### src/rtl/trans_arbiter_pkg.sv
// trans_arbiter_pkg: FSM state encodings and channel indices shared by the arbiter files.
package trans_arbiter_pkg;
  localparam logic [1:0] ST_IDLE  = 2'd0;
  localparam logic [1:0] ST_GRANT = 2'd1;
  localparam logic [1:0] ST_MID   = 2'd2;
  localparam logic [1:0] ST_PAD   = 2'd3;
  localparam int CH0 = 0;
  localparam int CH1 = 1;
endpackage

### src/rtl/trans_arbiter_rr_pick2.sv
// trans_arbiter_rr_pick2: two-way round-robin picker, one-hot result favouring the channel not granted last.
module trans_arbiter_rr_pick2
  import trans_arbiter_pkg::*;
(
  input  logic [1:0] req_i,
  input  logic       last_i,
  output logic [1:0] pick_o
);
  always_comb pick_o = (&req_i) ? (last_i ? 2'(1 << CH0) : 2'(1 << CH1)) : req_i;
endmodule

### src/rtl/trans_arbiter.sv
// trans_arbiter: round-robin sharing of one byte/nibble packer between two channels, with
// grant locked across nibble pairs and pad completion of abandoned pairs.
module trans_arbiter
  import trans_arbiter_pkg::*;
#(
  parameter int MAX_BURST   = 4,
  parameter int NIB_TIMEOUT = 15
) (
  input  logic       clk,
  input  logic       reset_n,
  input  logic       ch0_req,
  input  logic       ch0_byte,
  input  logic [7:0] ch0_data,
  output logic       ch0_ack,
  input  logic       ch1_req,
  input  logic       ch1_byte,
  input  logic [7:0] ch1_data,
  output logic       ch1_ack,
  input  logic       fifo_afull,
  output logic       pk_start,
  output logic       pk_byte,
  output logic [7:0] pk_data,
  output logic [1:0] grant,
  output logic       pad_evt,
  output logic       busy
);
  localparam int CW = $clog2(MAX_BURST + 1);
  localparam int TW = $clog2(NIB_TIMEOUT + 1);
  logic [1:0] state_q, state_d, grant_q, grant_d, pick;
  logic last_q, last_d, pad_q, pad_d;
  logic [CW-1:0] cnt_q, cnt_d, cnt_inc;
  logic [TW-1:0] tmr_q, tmr_d, tmr_inc;
  logic own, o_req, o_byte, issue_ok, iss, pad_iss, ack, rel;
  logic [7:0] o_data;

  assign own      = grant_q[CH1];
  assign o_req    = own ? ch1_req : ch0_req;
  assign o_byte   = own ? ch1_byte : ch0_byte;
  assign o_data   = own ? ch1_data : ch0_data;
  assign issue_ok = o_req & ~fifo_afull;
  assign cnt_inc  = cnt_q + 1'b1;
  assign tmr_inc  = tmr_q + 1'b1;

  trans_arbiter_rr_pick2 u_pick (
    .req_i ({ch1_req, ch0_req}),
    .last_i(last_q),
    .pick_o(pick)
  );

  always_comb begin
    state_d = state_q;
    grant_d = grant_q;
    last_d  = last_q;
    cnt_d   = cnt_q;
    tmr_d   = tmr_q;
    pad_d   = 1'b0;
    iss     = 1'b0;
    pad_iss = 1'b0;
    ack     = 1'b0;
    rel     = 1'b0;
    case (state_q)
      ST_IDLE: if (|pick) begin
        grant_d = pick;
        cnt_d   = '0;
        tmr_d   = '0;
        state_d = ST_GRANT;
      end
      ST_GRANT: if (!o_req || cnt_q == CW'(MAX_BURST)) rel = 1'b1;
      else if (issue_ok) begin
        iss = 1'b1;
        ack = 1'b1;
        if (o_byte) begin
          cnt_d = cnt_inc;
          rel   = cnt_inc == CW'(MAX_BURST);
        end else state_d = ST_MID;
      end
      // A byte beat here stays un-acked until the pair completes or is padded.
      ST_MID: if (issue_ok && !o_byte) begin
        iss     = 1'b1;
        ack     = 1'b1;
        cnt_d   = cnt_inc;
        tmr_d   = '0;
        state_d = ST_GRANT;
      end else if (!fifo_afull) begin
        tmr_d   = tmr_inc;
        state_d = (tmr_inc == TW'(NIB_TIMEOUT)) ? ST_PAD : ST_MID;
      end
      ST_PAD: if (!fifo_afull) begin
        pad_iss = 1'b1;
        pad_d   = 1'b1;
        rel     = 1'b1;
      end
    endcase
    if (rel) begin
      state_d = ST_IDLE;
      grant_d = '0;
      last_d  = own;
    end
  end

  // last_q holds the channel granted most recently; resetting it to ch1 makes ch0 preferred.
  always_ff @(posedge clk or negedge reset_n)
    if (!reset_n) begin
      state_q <= ST_IDLE;
      grant_q <= '0;
      last_q  <= 1'b1;
      cnt_q   <= '0;
      tmr_q   <= '0;
      pad_q   <= 1'b0;
    end else begin
      state_q <= state_d;
      grant_q <= grant_d;
      last_q  <= last_d;
      cnt_q   <= cnt_d;
      tmr_q   <= tmr_d;
      pad_q   <= pad_d;
    end

  assign pk_start = iss | pad_iss;
  assign pk_byte  = iss ? o_byte : ~pad_iss;
  assign pk_data  = iss ? o_data : 8'h00;
  assign ch0_ack  = ack & grant_q[CH0];
  assign ch1_ack  = ack & grant_q[CH1];
  assign grant    = grant_q;
  assign pad_evt  = pad_q;
  assign busy     = state_q != ST_IDLE;
endmodule
### config.mk
export PLATFORM = sky130hd
export DESIGN_NAME = trans_arbiter
export DESIGN_NICKNAME = d
export VERILOG_FILES = /design/src/rtl/trans_arbiter_pkg.sv /design/src/rtl/trans_arbiter_rr_pick2.sv /design/src/rtl/trans_arbiter.sv
export SDC_FILE = /design/constraint.sdc
export NUM_CORES = 1
export LEC_CHECK = 0
export CORE_UTILIZATION = 46
export CTS_CLUSTER_SIZE = 10
export DETAILED_ROUTE_END_ITERATION = 12
export GPL_ROUTABILITY_DRIVEN = 0
export PLACE_DENSITY = 0.8
export SYNTH_ARGS = -nofsm -noshare
export SYNTH_HDL_FRONTEND = slang
export SYNTH_SLANG_ARGS = --single-unit
### constraint.sdc
create_clock -name clk -period 2.6 [get_ports clk]
set_input_delay 0.26 -clock clk [delete_from_list [all_inputs] [get_ports clk]]
set_output_delay 0.26 -clock clk [all_outputs]
set_load 0.02 [all_outputs]
==> results.py, run 1 <==
metrics = {
    "logic_synthesis": {
        "synth.ff_latch_count": 13,
        "synth_top_area_cell": "dfrtp_1",
        "synth.most_common_cell": "nor2_1",
        "synth_xor_area_share_pct": 0.730,
        "synthTopCellsByArea": "dfrtp_1, ha_1, mux2i_1",
        "synth_common_cells": "nor2_1, inv_1, dfrtp_1",
        "synth.distinct_cells": 44,
        "synth_top_cell_area_share_pct": 25.0,
        "synthArstFlopShare_pct": 100,
        "syn-mean-instance-area_sq_um": 8.57,
        "synth_edf_count": 0,
        "synthMuxAreaShare_pct": 13.0,
        "postSynthCellCount": 140,
        "yosys.area_share.simple_pct": 23.9,
        "synth_seq_area_share_pct": 27.2,
        "synth_top_family_by_area": "simple AND/OR/NAND/NOR gates",
        "synth_area_sq_um": 1200,
        "synth_compound_area_share_pct": 18.8,
        "synth-main-ff-cell": "dfrtp_1",
        "synth_fa_ha_area_share_pct": 10.4,
        "ys_warn_count": 0,
        "syn-num-nets": 173,
    },
    "finish": {
        "fin_area_sq_um": 1710,
        "final_net_count": 227,
        "area_growth_pct": 42.3,
        "drive_above_1_share_pct": 18.7,
        "fillers": 189,
        "fin_util_pct": 68.9,
        "seq_area_sq_um": 328,
        "multi_input_comb_area_sq_um": 802,
        "n_antenna_cell": 0,
    },
    "grt": {
        "top_usage_layer": "met2",
        "grt_util_met1_pct": 34.9,
        "grt_antenna_before_repair": 0,
        "track_usage_pct": 26.8,
        "grt_util_met2_pct": 42.2,
        "use_met3_pct": 6.03,
        "grt_max_degree": 14,
        "grt_pass1_vias": 1170,
        "overflow": 0,
        "grt_pass1_wl_mm": 5.35,
    },
    "sta": {
        "tightestPinTransition_ns": 0.597,
        "fin_crit_ns": 2.51,
        "skew_ns": 0.00527,
        "hold_viol": 0,
        "maxSlewHeadroom_pct": 60.1,
        "max_freq_ghz": 0.398,
        "rsz0062_at_grt": "no",
        "fin_crit_sh_pct": 96.7,
        "setup_viol": 0,
        "maxSlewViolCount": 0,
    },
    "power": {
        "p_sw_uw": 657,
        "internal_power_uw": 778,
        "swShare_pct": 45.8,
        "p_per_area_nw_per_um2": 840,
        "power.share.clock_pct": 9.2,
        "peakVddDrop_uv": 739,
        "p_leak_uw": 0.000763,
        "power_frac_comb_pct": 67.2,
        "p_seq_share_pct": 23.7,
    },
    "clock_tree": {
        "clkLatencyLatePin_ns": 0.28,
        "postCtsSetupRepairBufs": 0,
        "cts.clk_slew.worst_paths_ns": 0.09,
        "clockRootBuffer": "clkbuf_4",
        "cts.repair.resized": 12,
        "tritoncts": "done",
        "h-tree-depth": 1,
        "numCtsBuffers": 3,
        "cts_hold_buf": 0,
        "cts.sink_count": 13,
        "clock_path_buffers": 2,
    },
    "drt": {
        "routed_wirelength_mm": 3.38,
        "drt_iter0_drc": 42,
        "drtPass1Iterations": 4,
        "ant_nets": 0,
        "vias_per_cell": 5.59,
        "vias": 1247,
        "wire_per_inst_um": 15.1,
        "drc_errors": 0,
    },
    "worst_setup_path": {
        "crit_required_ns": 2.34,
        "start_kind": "flip-flop",
        "crit_family": "simple AND/OR/NAND/NOR gates",
        "cp_cell_sequence": "or4b_4 -> a21boi_0 -> o21ai_0 -> mux2_2 -> dlygate4sd2_1",
        "critPathMaxFanout": 7,
        "endpoint_kind": "output port",
        "critical_path_class": "reg -> out",
        "crit_buf_inv": 1,
        "cp.arrival_ns": 2.25,
        "slowest_stage": "or4b_4",
        "cpPeakStageDelay_ns": 0.56,
    },
    "floorplan": {
        "die_x_um": 53.1,
        "fp.dieH_um": 53.1,
        "ios": 39,
        "coreArea_sq_um": 2480,
        "start_util_pct": 48.4,
        "rows": 18,
        "die_area_sq_um": 2820,
    },
    "run_status": {
        "status": "completed",
    },
    "placement": {
        "place.port_buffers": 38,
        "dp_hpwl_mm": 2.62,
        "placed_area_sq_um": 1710,
    },
    "flow_run": {
        "maxCapViolations": 0,
    },
    "hold_path": {
        "min_path_type": "in -> async",
    },
}
## stage by stage
step / setup WS [ns] / TNS (ns) / cells / hold slack, ns / total power (uW)
global route: 0.00184 / 0 / 223 / 0.388 / 1560
floorplan: 0.336 / 0 / 140 / -0.0356 / 967
detailed placement: -0.146 / -1.57 / 219 / 0.542 / 1310
CTS: 0.0649 / 0 / 223 / 0.367 / 1420
global placement: -0.108 / -1.10 / 219 / 0.520 / 1270
finish: 0.0860 / 0 / 223 / 0.346 / 1430
## registers in the layout, summed over array words and instances, names as in the netlist
name,count
grant,2
tmr_q,4
cnt_q,3
pad_evt,1
last_q,1
state_q,2
## cell type report
cell class	count	area share, %
multi-input cells	110	47.0
flip-flops and latches	13	19.2
well taps	30	2.20
clock buffers	4	1.54
inverters	13	2.86
repair buffers	53	27.3
## cells in the final DEF, fill, tap and decap left out, types with 2 or more instances in the layout
| cell | instances |
|---|---|
| clkdlybuf4s50_1 | 26 |
| nand2b_1 | 3 |
| o211ai_1 | 2 |
| clkbuf_4 | 3 |
| inv_1 | 13 |
| a21bo_2 | 2 |
| dfrtp_1 | 11 |
| clkdlybuf4s15_1 | 5 |
| a221o_1 | 2 |
| nand3b_1 | 3 |
| dlygate4sd2_1 | 2 |
| nand2_1 | 10 |
| nor3_1 | 2 |
| a211o_1 | 2 |
| ha_1 | 10 |
| nor4_1 | 3 |
| mux2i_1 | 10 |
| o31ai_1 | 2 |
| mux2_2 | 5 |
| a21oi_1 | 6 |
| o21ai_0 | 6 |
| and2_1 | 2 |
| buf_4 | 15 |
| nand3_1 | 5 |
| nor2_1 | 14 |
| clkbuf_2 | 5 |
## power groups by stage
stage | registers [uW] | logic [uW] | clock network [uW]
global placement | 333 | 939 | 0
finish | 340 | 964 | 131
floorplan | 344 | 623 | 0
detailed placement | 341 | 967 | 0
CTS | 338 | 951 | 133
global route | 350 | 1060 | 147
## layer usage
| metal | wire, um | up-vias |
|---|---|---|
| li1 | - | 616 |
| met1 | 1560 | 586 |
| met4 | 27 | 0 |
| met3 | 151 | 2 |
| met5 | 0 | - |
| met2 | 1640 | 43 |
## worst paths after layout
check | startpoint | endpoint | slack (ns) | cells past startpoint
setup / recovery | grant[1]$_DFFE_PN0P_ | pk_byte | 0.09 | 5
hold / removal | reset_n | pad_evt$_DFF_PN0_ | 0.35 | 1
setup reg to reg | grant[1]$_DFFE_PN0P_ | cnt_q[0]$_DFFE_PN0P_ | 0.40 | 5
hold reg to reg | tmr_q[2]$_DFFE_PN0P_ | tmr_q[2]$_DFFE_PN0P_ | 0.56 | 1
max in group asynchronous | reset_n | state_q[1]$_DFFE_PN0P_ | 1.84 | 1
min in group clk | tmr_q[2]$_DFFE_PN0P_ | tmr_q[2]$_DFFE_PN0P_ | 0.56 | 1
## kinds of logic after synthesis
| family | count (synthesis) |
|---|---|
| DFF | 13 |
| xor gates and xnor gates | 1 |
| muxes | 15 |
| buffers and inverters | 17 |
| AOI/OAI and AO/OA | 32 |
| adders and majority gates | 10 |
| and+or+nand+nor | 52 |
Note: power is estimated with default switching activity, not from simulation.
==> inputs of run 2 (changes only) <==
--- a/config.mk
+++ b/config.mk
@@ -9,6 +9,7 @@
 export CTS_CLUSTER_SIZE = 10
 export DETAILED_ROUTE_END_ITERATION = 12
 export GPL_ROUTABILITY_DRIVEN = 0
+export GPL_TIMING_DRIVEN = 0
 export PLACE_DENSITY = 0.8
 export SYNTH_ARGS = -nofsm -noshare
 export SYNTH_HDL_FRONTEND = slang
==> run 2 against run 1 <==
Net effect: non-clock buffer count down 12; first-iteration DRC count grew 7.1%; die area is the same; design area down 6.0%; critical path depth grew 1; flip-flop and latch count stayed put; clock power about the same; largest cell class unchanged; highest routed layer unchanged.
==> results.py, run 2 (synthesized netlist as in run 1, its figures left out) <==
metrics = {
    "sta": {
        "maxSlewHeadroom_pct": 44.4,
        "rsz0062_at_grt": "no",
        "hold_slack_ns": 0.342,
        "tightestPinTransition_ns": 0.832,
        "setup_viol": 0,
        "max_freq_ghz": 0.395,
        "maxSlewViolCount": 0,
        "skew_ns": 0.00377,
        "hold_viol": 0,
        "fin_crit_sh_pct": 97.3,
        "fin_crit_ns": 2.53,
    },
    "floorplan": {
        "rows": 18,
        "die_area_sq_um": 2820,
        "fp.dieH_um": 53.1,
        "start_util_pct": 48.4,
        "coreArea_sq_um": 2480,
        "die_x_um": 53.1,
        "ios": 39,
    },
    "clock_tree": {
        "numCtsBuffers": 3,
        "h-tree-depth": 1,
        "clock_path_buffers": 2,
        "cts.sink_count": 13,
        "clkLatencyLatePin_ns": 0.29,
        "clockRootBuffer": "clkbuf_4",
        "postCtsSetupRepairBufs": 0,
        "cts.clk_slew.worst_paths_ns": 0.09,
        "tritoncts": "done",
    },
    "grt": {
        "overflow": 0,
        "grt_antenna_before_repair": 0,
        "track_usage_pct": 24.2,
        "grt_pass1_vias": 1122,
        "grt_pass1_wl_mm": 4.89,
        "grt_max_degree": 14,
    },
    "power": {
        "p_sw_uw": 644,
        "finalPower_uw": 1380,
        "power_frac_comb_pct": 65.3,
        "power.share.clock_pct": 9.6,
        "p_leak_uw": 0.000714,
        "p_per_area_nw_per_um2": 862,
        "internal_power_uw": 739,
        "peakVddDrop_uv": 672,
        "p_seq_share_pct": 25.0,
        "swShare_pct": 46.5,
    },
    "worst_setup_path": {
        "crit_buf_inv": 2,
        "critical_path_class": "reg -> out",
        "cp_cell_sequence": "buf_6 -> or4b_4 -> a21boi_2 -> o21ai_2 -> mux2_2 -> clkdlybuf4s15_1",
        "critPathMaxFanout": 9,
        "slowest_stage": "or4b_4",
        "start_kind": "flip-flop",
        "rrSetupSlack_ns": 0.20,
        "endpoint_kind": "output port",
        "cp.arrival_ns": 2.27,
        "crit_required_ns": 2.34,
        "cpPeakStageDelay_ns": 0.58,
        "crit_family": "simple AND/OR/NAND/NOR gates",
    },
    "finish": {
        "layout_commonest_cell": "clkdlybuf4s50_1",
        "fillers": 222,
        "layout_common_cells": "clkdlybuf4s50_1, nor2_1, inv_1",
        "fin_area_sq_um": 1610,
        "drive_above_1_share_pct": 17.7,
        "multi_input_comb_area_sq_um": 815,
        "final_net_count": 215,
        "top_register": "tmr_q",
        "area_growth_pct": 33.8,
        "biggestRegsByFlops": "tmr_q x4, cnt_q x3",
        "seq_area_sq_um": 329,
        "largest_reg_flops": 4,
        "n_antenna_cell": 0,
    },
    "placement": {
        "place.port_buffers": 38,
        "dp_hpwl_mm": 2.43,
        "placed_area_sq_um": 1620,
    },
    "drt": {
        "vias_per_cell": 5.78,
        "wire_per_inst_um": 14.8,
        "routed_wirelength_mm": 3.12,
        "ant_nets": 0,
        "vias": 1220,
        "drt_iter0_drc": 45,
        "drc_errors": 0,
        "drtPass1Iterations": 4,
    },
    "flow_run": {
        "maxCapViolations": 0,
    },
    "run_status": {
        "status": "completed",
    },
    "hold_path": {
        "min_path_type": "in -> async",
    },
}
==> run 2: power by group through the flow <==
stage	Sequential (uW)	Combinational, uW	Clock [uW]
2_1_floorplan	344	623	0
6_report	346	904	133
5_1_grt	354	986	143
3_5_place_dp	345	904	0
3_3_place_gp	339	868	0
4_1_cts	343	904	134
==> run 2: stage by stage <==
step / setup slack, ns / setup TNS (ns) / util [%] / cells
finish: 0.0700 / 0 / 64.8 / 211
global route: 0.00604 / 0 / 64.8 / 211
CTS: 0.0129 / 0 / 66.7 / 212
detailed placement: -0.530 / -5.75 / 65.3 / 208
global placement: -0.519 / -5.65 / 65.3 / 208
floorplan: 0.336 / 0 / - / 140
==> run 2: layer usage <==
layer / global-route usage, % / vias up / part of all wire (%)
met5: 0 / - / 0
met3: 6.32 / 6 / 4.3
met4: 8.77 / 0 / 1.3
met2: 40.9 / 38 / 49
met1: 29.1 / 588 / 45
li1: - / 588 / -
==> run 2: path summary, 6_finish.rpt <==
check,startpoint,endpoint,cells past startpoint
setup / recovery,grant[1]$_DFFE_PN0P_,pk_byte,6
hold / removal,reset_n,tmr_q[3]$_DFFE_PN0P_,1
setup reg to reg,state_q[1]$_DFFE_PN0P_,grant[1]$_DFFE_PN0P_,6
hold reg to reg,tmr_q[2]$_DFFE_PN0P_,tmr_q[2]$_DFFE_PN0P_,1
max in group asynchronous,reset_n,state_q[1]$_DFFE_PN0P_,1
min in group clk,tmr_q[2]$_DFFE_PN0P_,tmr_q[2]$_DFFE_PN0P_,1
==> run 2: what timing repair did <==
| action | in CTS | in global routing |
|---|---|---|
| gates resized for setup | 37 | 14 |
| pin swaps | 0 | 0 |
| hold endpoints to repair | 0 | 0 |
| endpoints found under the setup margin | 12 | 13 |
| hold buffers | 0 | 0 |
==> run 2: area by class of cell <==
class / instances / area share [%]
plain buffers: 3 / 1.40
clock buffers: 4 / 1.64
inverters: 13 / 3.04
multi-input cells: 110 / 50.7
flip-flops and latches: 13 / 20.5
well taps: 30 / 2.34
repair buffers: 38 / 20.3
